==> src/rtl/vga_sync_decoder_if.sv <==
// Link-side sync/RGB bus and decoded pixel stream of the VGA receive decoder.
// master drives the link and observes the decode; slave is the decoder itself.
interface vga_sync_decoder_if;
   logic        h_sync;
   logic        v_sync;
   logic [3:0]  rgb_r;
   logic [3:0]  rgb_g;
   logic [3:0]  rgb_b;
   logic        pix_valid;
   logic [9:0]  pix_x;
   logic [8:0]  pix_y;
   logic [11:0] pix_rgb;
   logic        frame_start;
   logic        locked;
   logic        err;
   logic [15:0] frame_sum;

   modport master (
      output h_sync, v_sync, rgb_r, rgb_g, rgb_b,
      input  pix_valid, pix_x, pix_y, pix_rgb, frame_start, locked, err, frame_sum
   );

   modport slave (
      input  h_sync, v_sync, rgb_r, rgb_g, rgb_b,
      output pix_valid, pix_x, pix_y, pix_rgb, frame_start, locked, err, frame_sum
   );
endinterface

==> src/rtl/vga_sync_decoder.sv <==
// Locks onto VGA sync timing and rebuilds pixel coordinates, RGB and a valid strobe.
// Define VGA_FRAME_CHECKSUM_EN to add the per-frame RGB checksum on frame_sum.
module vga_sync_decoder #(
   parameter int H_ACTIVE = 640,
   parameter int H_FRONT  = 16,
   parameter int H_SYNC   = 96,
   parameter int H_BACK   = 48,
   parameter int V_ACTIVE = 480,
   parameter int V_FRONT  = 10,
   parameter int V_SYNC   = 2,
   parameter int V_BACK   = 33,
   parameter int SYNC_POL = 0
) (
   input  logic              vga_clk,
   input  logic              rst_n,
   vga_sync_decoder_if.slave vga_io
);
   localparam logic [9:0] H_TOT   = 10'(H_ACTIVE + H_FRONT + H_SYNC + H_BACK);
   localparam logic [9:0] V_TOT   = 10'(V_ACTIVE + V_FRONT + V_SYNC + V_BACK);
   localparam logic [9:0] H_START = 10'(H_SYNC + H_BACK);
   localparam logic [9:0] H_END   = 10'(H_SYNC + H_BACK + H_ACTIVE);
   localparam logic [9:0] V_START = 10'(V_SYNC + V_BACK);
   localparam logic [9:0] V_END   = 10'(V_SYNC + V_BACK + V_ACTIVE);
   localparam logic       SYNC_ASSERT = (SYNC_POL != 0);

   typedef enum logic [1:0] {SEARCH, ACQUIRE, LOCKED} state_e;

   state_e      state_q, state_d;
   logic        hs_s1_q, hs_s2_q, vs_s1_q, vs_s2_q;
   logic [11:0] rgb_s1_q;
   logic [9:0]  h_cnt_q, h_cnt_d, v_cnt_q, v_cnt_d;
   logic        v_pend_q, v_pend_d, good_q, good_d;
   logic        pix_valid_q, pix_valid_d, frame_start_q, frame_start_d;
   logic        locked_q, err_q, err_d;
   logic [9:0]  pix_x_q;
   logic [8:0]  pix_y_q;
   logic [11:0] pix_rgb_q;
   logic        h_edge, v_edge, v_rst, line_ok, frame_ok, lock_nxt;

   assign h_edge   = (hs_s1_q == SYNC_ASSERT) && (hs_s2_q != SYNC_ASSERT);
   assign v_edge   = (vs_s1_q == SYNC_ASSERT) && (vs_s2_q != SYNC_ASSERT);
   assign v_rst    = h_edge && (v_edge || v_pend_q);
   assign line_ok  = (h_cnt_q + 10'd1) == H_TOT;
   assign frame_ok = (v_cnt_q + 10'd1) == V_TOT;
   assign v_pend_d = v_rst ? 1'b0 : (v_pend_q || v_edge);

   // Counters describe the sample currently in s1; both saturate at their totals.
   always_comb begin
      h_cnt_d = (h_cnt_q == H_TOT) ? H_TOT : h_cnt_q + 10'd1;
      if (h_edge) h_cnt_d = '0;
      v_cnt_d = v_cnt_q;
      if (h_edge) v_cnt_d = (v_cnt_q == V_TOT) ? V_TOT : v_cnt_q + 10'd1;
      if (v_rst) v_cnt_d = '0;
   end

   always_comb begin
      state_d = state_q;
      good_d  = good_q;
      err_d   = 1'b0;
      unique case (state_q)
         SEARCH: begin
            if (v_rst) begin
               state_d = ACQUIRE;
               good_d  = 1'b1;
            end
         end
         ACQUIRE: begin
            if (v_rst) begin
               if (good_q && line_ok && frame_ok) state_d = LOCKED;
               good_d = 1'b1;
            end else if (h_edge && !line_ok) begin
               good_d = 1'b0;
            end
         end
         LOCKED: begin
            if ((h_edge && !line_ok) || (h_cnt_d == H_TOT) ||
                (v_rst && !frame_ok) || (v_cnt_d == V_TOT)) begin
               state_d = SEARCH;
               err_d   = 1'b1;
            end
         end
         default: state_d = SEARCH;
      endcase
   end

   assign lock_nxt      = (state_d == LOCKED);
   assign pix_valid_d   = lock_nxt && (h_cnt_d >= H_START) && (h_cnt_d < H_END) &&
                          (v_cnt_d >= V_START) && (v_cnt_d < V_END);
   assign frame_start_d = pix_valid_d && (h_cnt_d == H_START) && (v_cnt_d == V_START);

   always_ff @(posedge vga_clk) begin
      if (!rst_n) begin
         state_q       <= SEARCH;
         hs_s1_q       <= ~SYNC_ASSERT;
         hs_s2_q       <= ~SYNC_ASSERT;
         vs_s1_q       <= ~SYNC_ASSERT;
         vs_s2_q       <= ~SYNC_ASSERT;
         rgb_s1_q      <= '0;
         h_cnt_q       <= '0;
         v_cnt_q       <= '0;
         v_pend_q      <= 1'b0;
         good_q        <= 1'b0;
         pix_valid_q   <= 1'b0;
         frame_start_q <= 1'b0;
         locked_q      <= 1'b0;
         err_q         <= 1'b0;
         pix_x_q       <= '0;
         pix_y_q       <= '0;
         pix_rgb_q     <= '0;
      end else begin
         state_q       <= state_d;
         hs_s1_q       <= vga_io.h_sync;
         hs_s2_q       <= hs_s1_q;
         vs_s1_q       <= vga_io.v_sync;
         vs_s2_q       <= vs_s1_q;
         rgb_s1_q      <= {vga_io.rgb_r, vga_io.rgb_g, vga_io.rgb_b};
         h_cnt_q       <= h_cnt_d;
         v_cnt_q       <= v_cnt_d;
         v_pend_q      <= v_pend_d;
         good_q        <= good_d;
         pix_valid_q   <= pix_valid_d;
         frame_start_q <= frame_start_d;
         locked_q      <= lock_nxt;
         err_q         <= err_d;
         // Coordinates and colour hold their last value outside valid pixels.
         if (pix_valid_d) begin
            pix_x_q   <= h_cnt_d - H_START;
            pix_y_q   <= 9'(v_cnt_d - V_START);
            pix_rgb_q <= rgb_s1_q;
         end
      end
   end

`ifdef VGA_FRAME_CHECKSUM_EN
   logic [15:0] acc_q, acc_d, sum_q, sum_d;

   // frame_sum changes together with frame_start; both clear whenever lock is absent.
   always_comb begin
      acc_d = acc_q;
      sum_d = sum_q;
      if (!lock_nxt) begin
         acc_d = '0;
         sum_d = '0;
      end else if (frame_start_d) begin
         sum_d = acc_q;
         acc_d = {4'h0, rgb_s1_q};
      end else if (pix_valid_d) begin
         acc_d = acc_q + {4'h0, rgb_s1_q};
      end
   end

   always_ff @(posedge vga_clk) begin
      if (!rst_n) begin
         acc_q <= '0;
         sum_q <= '0;
      end else begin
         acc_q <= acc_d;
         sum_q <= sum_d;
      end
   end

   assign vga_io.frame_sum = sum_q;
`else
   assign vga_io.frame_sum = '0;
`endif

   assign vga_io.pix_valid   = pix_valid_q;
   assign vga_io.pix_x       = pix_x_q;
   assign vga_io.pix_y       = pix_y_q;
   assign vga_io.pix_rgb     = pix_rgb_q;
   assign vga_io.frame_start = frame_start_q;
   assign vga_io.locked      = locked_q;
   assign vga_io.err         = err_q;
endmodule

==> src/flat_wrapper.sv <==
// flat-port wrapper written by rule: the top's interface ports become plain ports
module vga_sync_decoder_flat 
#(
   parameter int H_ACTIVE = 640,
   parameter int H_FRONT  = 16,
   parameter int H_SYNC   = 96,
   parameter int H_BACK   = 48,
   parameter int V_ACTIVE = 480,
   parameter int V_FRONT  = 10,
   parameter int V_SYNC   = 2,
   parameter int V_BACK   = 33,
   parameter int SYNC_POL = 0
)
  (vga_clk, rst_n, vga_io_h_sync, vga_io_v_sync, vga_io_rgb_r, vga_io_rgb_g, vga_io_rgb_b, vga_io_pix_valid, vga_io_pix_x, vga_io_pix_y, vga_io_pix_rgb, vga_io_frame_start, vga_io_locked, vga_io_err, vga_io_frame_sum);
  vga_sync_decoder_if vga_io_i ();
  input  logic vga_clk;
  input  logic rst_n;
  input wire logic [$bits(vga_io_i.h_sync)-1:0] vga_io_h_sync;
  input wire logic [$bits(vga_io_i.v_sync)-1:0] vga_io_v_sync;
  input wire logic [$bits(vga_io_i.rgb_r)-1:0] vga_io_rgb_r;
  input wire logic [$bits(vga_io_i.rgb_g)-1:0] vga_io_rgb_g;
  input wire logic [$bits(vga_io_i.rgb_b)-1:0] vga_io_rgb_b;
  output wire logic [$bits(vga_io_i.pix_valid)-1:0] vga_io_pix_valid;
  output wire logic [$bits(vga_io_i.pix_x)-1:0] vga_io_pix_x;
  output wire logic [$bits(vga_io_i.pix_y)-1:0] vga_io_pix_y;
  output wire logic [$bits(vga_io_i.pix_rgb)-1:0] vga_io_pix_rgb;
  output wire logic [$bits(vga_io_i.frame_start)-1:0] vga_io_frame_start;
  output wire logic [$bits(vga_io_i.locked)-1:0] vga_io_locked;
  output wire logic [$bits(vga_io_i.err)-1:0] vga_io_err;
  output wire logic [$bits(vga_io_i.frame_sum)-1:0] vga_io_frame_sum;
  assign vga_io_i.h_sync = vga_io_h_sync;
  assign vga_io_i.v_sync = vga_io_v_sync;
  assign vga_io_i.rgb_r = vga_io_rgb_r;
  assign vga_io_i.rgb_g = vga_io_rgb_g;
  assign vga_io_i.rgb_b = vga_io_rgb_b;
  assign vga_io_pix_valid = vga_io_i.pix_valid;
  assign vga_io_pix_x = vga_io_i.pix_x;
  assign vga_io_pix_y = vga_io_i.pix_y;
  assign vga_io_pix_rgb = vga_io_i.pix_rgb;
  assign vga_io_frame_start = vga_io_i.frame_start;
  assign vga_io_locked = vga_io_i.locked;
  assign vga_io_err = vga_io_i.err;
  assign vga_io_frame_sum = vga_io_i.frame_sum;
  vga_sync_decoder #(.H_ACTIVE(H_ACTIVE), .H_FRONT(H_FRONT), .H_SYNC(H_SYNC), .H_BACK(H_BACK), .V_ACTIVE(V_ACTIVE), .V_FRONT(V_FRONT), .V_SYNC(V_SYNC), .V_BACK(V_BACK), .SYNC_POL(SYNC_POL)) u_core (.vga_clk(vga_clk), .rst_n(rst_n), .vga_io(vga_io_i));
endmodule
==> config.mk <==
export PLATFORM = sky130hd
export DESIGN_NAME = vga_sync_decoder_flat
export DESIGN_NICKNAME = d
export VERILOG_FILES = /design/src/rtl/vga_sync_decoder_if.sv /design/src/rtl/vga_sync_decoder.sv /design/src/flat_wrapper.sv
export SDC_FILE = /design/constraint.sdc
export NUM_CORES = 1
export LEC_CHECK = 0
export BUFFER_PORTS_ARGS = -buffer_cell sky130_fd_sc_hd__buf_4
export CAP_MARGIN = 20
export CORE_UTILIZATION = 30
export CTS_BUF_LIST = sky130_fd_sc_hd__clkbuf_4
export DETAILED_ROUTE_END_ITERATION = 10
export SYNTH_ARGS = -nofsm -noshare
export SYNTH_HDL_FRONTEND = slang
export SYNTH_SLANG_ARGS = --single-unit
export TNS_END_PERCENT = 20
==> constraint.sdc <==
create_clock -name vga_clk -period 5.6 [get_ports vga_clk]
set_input_delay 0.56 -clock vga_clk [delete_from_list [all_inputs] [get_ports vga_clk]]
set_output_delay 0.56 -clock vga_clk [all_outputs]
set_load 0.1 [all_outputs]
==> out/qor.tcl <==
set qor(synth-edff-count) 0
set qor(dp.cells) 673
set qor(placedInstanceArea_sq_um) 4420
set qor(mostFrequentLayoutCell) {sky130_fd_sc_hd__nand2_1}
set qor(syn-cell-area_sq_um) 4020
set qor(timing.final.crit_period_ps) 4120
set qor(timing_worst_slew_pin_value_ps) 815
set qor(portBuffers) 50
set qor(synth_warnings) 0
set qor(cellPowerDensity_nw_per_um2) 210
set qor(post_cts_resize_count) 0
set qor(postCtsSetupRepairBufs) 0
set qor(pin_count_of_the_biggest_net_entering_global_routing) 81
set qor(async_reset_ff_share_pct) 0
set qor(worstSetupStartpointType) {flip-flop}
set qor(grtUsageTotal_pct) 14.0
set qor(grt_pass1_vias) 3204
set qor(area.growth.synth_to_final_pct) 12.8
set qor(post_layout_cell_count) 690
set qor(max-slew-margin-rel_pct) 45.7
set qor(worstHoldStart) {vga_io_v_sync}
set qor(seq_area_frac_synth_pct) 37.3
set qor(final-setup-viol-count) 0
set qor(grt_overflow_total) 0
set qor(synth_area_per_cell_sq_um) 8.38
set qor(clkSlewWorstSetupHoldPaths_ps) 120
set qor(detail_route.first_pass.iterations) 5
set qor(static-leakage-power_nw) 1.83
set qor(yosys.cell_types.count) 62
set qor(grt_pass1_wl_mm) 15.6
set qor(worstSetupStartpoint) {u_core.h_cnt_q[2]$_SDFF_PN0_}
set qor(avgRoutedWirePerCell_um) 13.5
set qor(hold_viol_final) 0
set qor(routed_wl_mm) 9.32
set qor(grt_setup_unrepaired) {false}
set qor(placeableCoreArea_sq_um) 12800
set qor(drt-vias-per-instance) 5.00
set qor(layout.cells.most_common_list) {sky130_fd_sc_hd__nand2_1 (77), sky130_fd_sc_hd__dfxtp_1 (75), sky130_fd_sc_hd__buf_4 (52)}
set qor(critical_r2r_launch) {u_core.h_cnt_q[2]$_SDFF_PN0_}
set qor(ff2ff_path_depth) 11
set qor(hold-path-endpoint) {u_core.vs_s1_q$_SDFF_PN1_}
set qor(worst-endpoint-required_ps) 5940
set qor(cts_max_path_buffers) 2
set qor(hold_path.class) {in2reg}
set qor(finalHoldWorstSlack_ps) 292
set qor(htree_levels) 3
set qor(route.vias.total) 3448
set qor(final_nets) 539
set qor(timing.final.ws_setup_ps) 1480
set qor(drive_above_1_share_pct) 14.3
set qor(cts_root_buf) {sky130_fd_sc_hd__clkbuf_4}
set qor(floorplan.die.width_um) 118
set qor(timing.hold.worst_path_depth) 2
set qor(critical_path_arrival_ps) 4450
set qor(hold_buffers) 0
set qor(number_of_top_level_pins) 67
set qor(detail_route.drc_violations) 0
set qor(synth-seq-cells) 75
set qor(cp_max_fo) 15
set qor(outcome) {finished clean}
set qor(num_rows) 41
set qor(peakVddDrop_v) 0.0000932
set qor(endpoint_class_of_the_critical_path) {flip-flop}
set qor(cts_buffers) 9
set qor(drt_iter0_drc) 347
set qor(insertion_delay_ps) 450
set qor(clkSinkCount) 75
set qor(tritoncts) {yes}
set qor(clock_tree_skew_after_final_layout_ps) 17.7
set qor(max_freq_mhz) 243
set qor(worst-setup-path-type) {reg2reg}
set qor(dp_slack_ps) 1460
set qor(floorplan.initialDensity_pct) 31.4
set qor(place_hpwl_mm) 6.75
set qor(ant_nets) 0
set qor(setup_total_negative_slack_ps) 0
set qor(max_cap_violations) 0
set qor(synth-main-ff-cell) {sky130_fd_sc_hd__dfxtp_1}
set qor(crit-reg2reg-capture) {u_core.vga_io.pix_x[1]$_SDFFE_PN0P_}
set qor(timing.final.crit_share_pct) 73.5
set qor(synth_cells) 480
set qor(gpl.final_weighted_congestion) 1.03
set qor(setup.reg_to_reg.worst_slack_ps) 1480
set qor(design.die.area_sq_um) 13900
set qor(layout.cell_area.non_filler_sq_um) 4540
set qor(finalMaxSlewViolations) 0
set qor(antenna_found_initial) 1
set qor(die_h_um) 118
layer usage:
layer / share of wire (%) / global-route usage [%] / vias to the layer above
li1: - / - / 1690
met1: 45 / 17.1 / 1619
met2: 47 / 22.9 / 113
met3: 5.1 / 3.97 / 26
met4: 2.5 / 6.09 / 0
met5: 0 / 0 / -
where the power goes:
group          leakage [nW]  internal [mW]  switching, mW
combinational          1.16         0.0232         0.0831
sequential            0.609          0.543        0.00792
clock                0.0587         0.0921          0.203
Yosys cell counts (2+ instances only):
| cell type | count | area, sq um |
|---|---|---|
| sky130_fd_sc_hd__nand2_1 | 77 | 289 |
| sky130_fd_sc_hd__dfxtp_1 | 75 | 1500 |
| sky130_fd_sc_hd__nor2_1 | 37 | 139 |
| sky130_fd_sc_hd__mux2i_1 | 27 | 270 |
| sky130_fd_sc_hd__buf_4 | 23 | 173 |
| sky130_fd_sc_hd__and2_1 | 20 | 125 |
| sky130_fd_sc_hd__a21oi_1 | 17 | 85.1 |
| sky130_fd_sc_hd__nand3_1 | 15 | 75.1 |
| sky130_fd_sc_hd__clkbuf_1 | 14 | 52.6 |
| sky130_fd_sc_hd__inv_1 | 14 | 52.6 |
| sky130_fd_sc_hd__nor3_1 | 13 | 65.1 |
| sky130_fd_sc_hd__ha_1 | 11 | 138 |
| sky130_fd_sc_hd__xnor2_1 | 11 | 96.3 |
| sky130_fd_sc_hd__nand2b_1 | 8 | 50.1 |
| sky130_fd_sc_hd__nor2b_1 | 8 | 50.1 |
| sky130_fd_sc_hd__o21ai_0 | 8 | 40.0 |
| sky130_fd_sc_hd__buf_2 | 7 | 35.0 |
| sky130_fd_sc_hd__xor2_1 | 7 | 61.3 |
| sky130_fd_sc_hd__nand4_1 | 6 | 37.5 |
| sky130_fd_sc_hd__and3_1 | 5 | 31.3 |
| sky130_fd_sc_hd__or4_1 | 5 | 37.5 |
| sky130_fd_sc_hd__mux2_1 | 4 | 45.0 |
| sky130_fd_sc_hd__o31ai_1 | 4 | 30.0 |
| sky130_fd_sc_hd__a211o_1 | 3 | 26.3 |
| sky130_fd_sc_hd__a32oi_1 | 3 | 26.3 |
| sky130_fd_sc_hd__and4_1 | 3 | 26.3 |
| sky130_fd_sc_hd__nand3b_1 | 3 | 22.5 |
| sky130_fd_sc_hd__nor3b_1 | 3 | 22.5 |
| sky130_fd_sc_hd__o21ai_1 | 3 | 15.0 |
| sky130_fd_sc_hd__o31a_1 | 3 | 26.3 |
| sky130_fd_sc_hd__a2111oi_0 | 2 | 17.5 |
| sky130_fd_sc_hd__a211oi_1 | 2 | 15.0 |
| sky130_fd_sc_hd__a21o_1 | 2 | 15.0 |
| sky130_fd_sc_hd__a311oi_1 | 2 | 17.5 |
| sky130_fd_sc_hd__a31oi_1 | 2 | 12.5 |
| sky130_fd_sc_hd__a41oi_1 | 2 | 17.5 |
| sky130_fd_sc_hd__nor4_1 | 2 | 12.5 |
| sky130_fd_sc_hd__o2111ai_1 | 2 | 17.5 |
| sky130_fd_sc_hd__o211ai_1 | 2 | 15.0 |
| sky130_fd_sc_hd__o21a_1 | 2 | 15.0 |
| sky130_fd_sc_hd__or3_1 | 2 | 12.5 |
worst max-delay path by stage:
stage | end | slack, ps
6_report | u_core.vga_io.pix_x[1]$_SDFFE_PN0P_ | 1480
5_1_grt | u_core.vga_io.pix_x[1]$_SDFFE_PN0P_ | 1120
4_1_cts | u_core.vga_io.pix_x[3]$_SDFFE_PN0P_ | 1440
3_5_place_dp | u_core.vga_io.pix_x[3]$_SDFFE_PN0P_ | 1460
3_3_place_gp | u_core.vga_io.pix_x[0]$_SDFFE_PN0P_ | 1530
2_1_floorplan | u_core.vga_io.pix_x[0]$_SDFFE_PN0P_ | 2410
sequential cells by signal, indices dropped and copies added (netlist names):
signal and count:
u_core.vs_s2_q 1, u_core.state_q 2, u_core.good_q 1, u_core.vga_io.pix_x 10
u_core.rgb_s1_q 12, u_core.hs_s2_q 1, u_core.vga_io.pix_rgb 12, u_core.h_cnt_q 10
u_core.vga_io.pix_y 9, u_core.v_cnt_q 10, u_core.v_pend_q 1, u_core.hs_s1_q 1
u_core.vga_io.frame_start 1, u_core.vga_io.pix_valid 1, u_core.vga_io.err 1, u_core.vga_io.locked 1
u_core.vs_s1_q 1
critical path: stages (launching register included):
cell	delay, ps
sky130_fd_sc_hd__dfxtp_1	520
sky130_fd_sc_hd__nand3_1	390
sky130_fd_sc_hd__o21a_1	330
sky130_fd_sc_hd__o21ai_0	550
sky130_fd_sc_hd__inv_1	110
sky130_fd_sc_hd__ha_1	200
sky130_fd_sc_hd__nand2_1	50
sky130_fd_sc_hd__nor2_1	60
sky130_fd_sc_hd__a222oi_1	380
sky130_fd_sc_hd__o311ai_1	300
sky130_fd_sc_hd__a221o_1	690
sky130_fd_sc_hd__mux2_1	420
cell type report:
| class | count | area (sq um) |
|---|---|---|
| Antenna cell | 1 | 2.50 |
| Clock buffer | 9 | 67.6 |
| Clock inverter | 7 | 50.0 |
| Fill cell | 1384 | 8290 |
| Inverter | 14 | 52.6 |
| Multi-Input combinational cell | 360 | 2260 |
| Sequential cell | 75 | 1500 |
| Tap cell | 172 | 215 |
| Timing Repair Buffer | 52 | 390 |
stage by stage:
stage | power [mW] | util (%)
floorplan | 0.656 | -
global placement | 0.667 | 34.4
detailed placement | 0.668 | 34.4
CTS | 0.963 | 35.3
global route | 0.999 | 35.4
finish | 0.952 | 35.4
kinds of logic (layout without fill, tap and decap cells):
family	Yosys count	count (layout)	synth area share, %
simple gates	212	212	26.1
flops	75	75	37.3
compound gates	71	71	12.6
buf+inv	60	82	8.43
mux	32	32	8.12
xor+xnor	18	18	3.92
fa+ha+maj	11	11	3.42
other cells	1	17	0.0932
No activity file was read; power rests on OpenSTA's default activity.
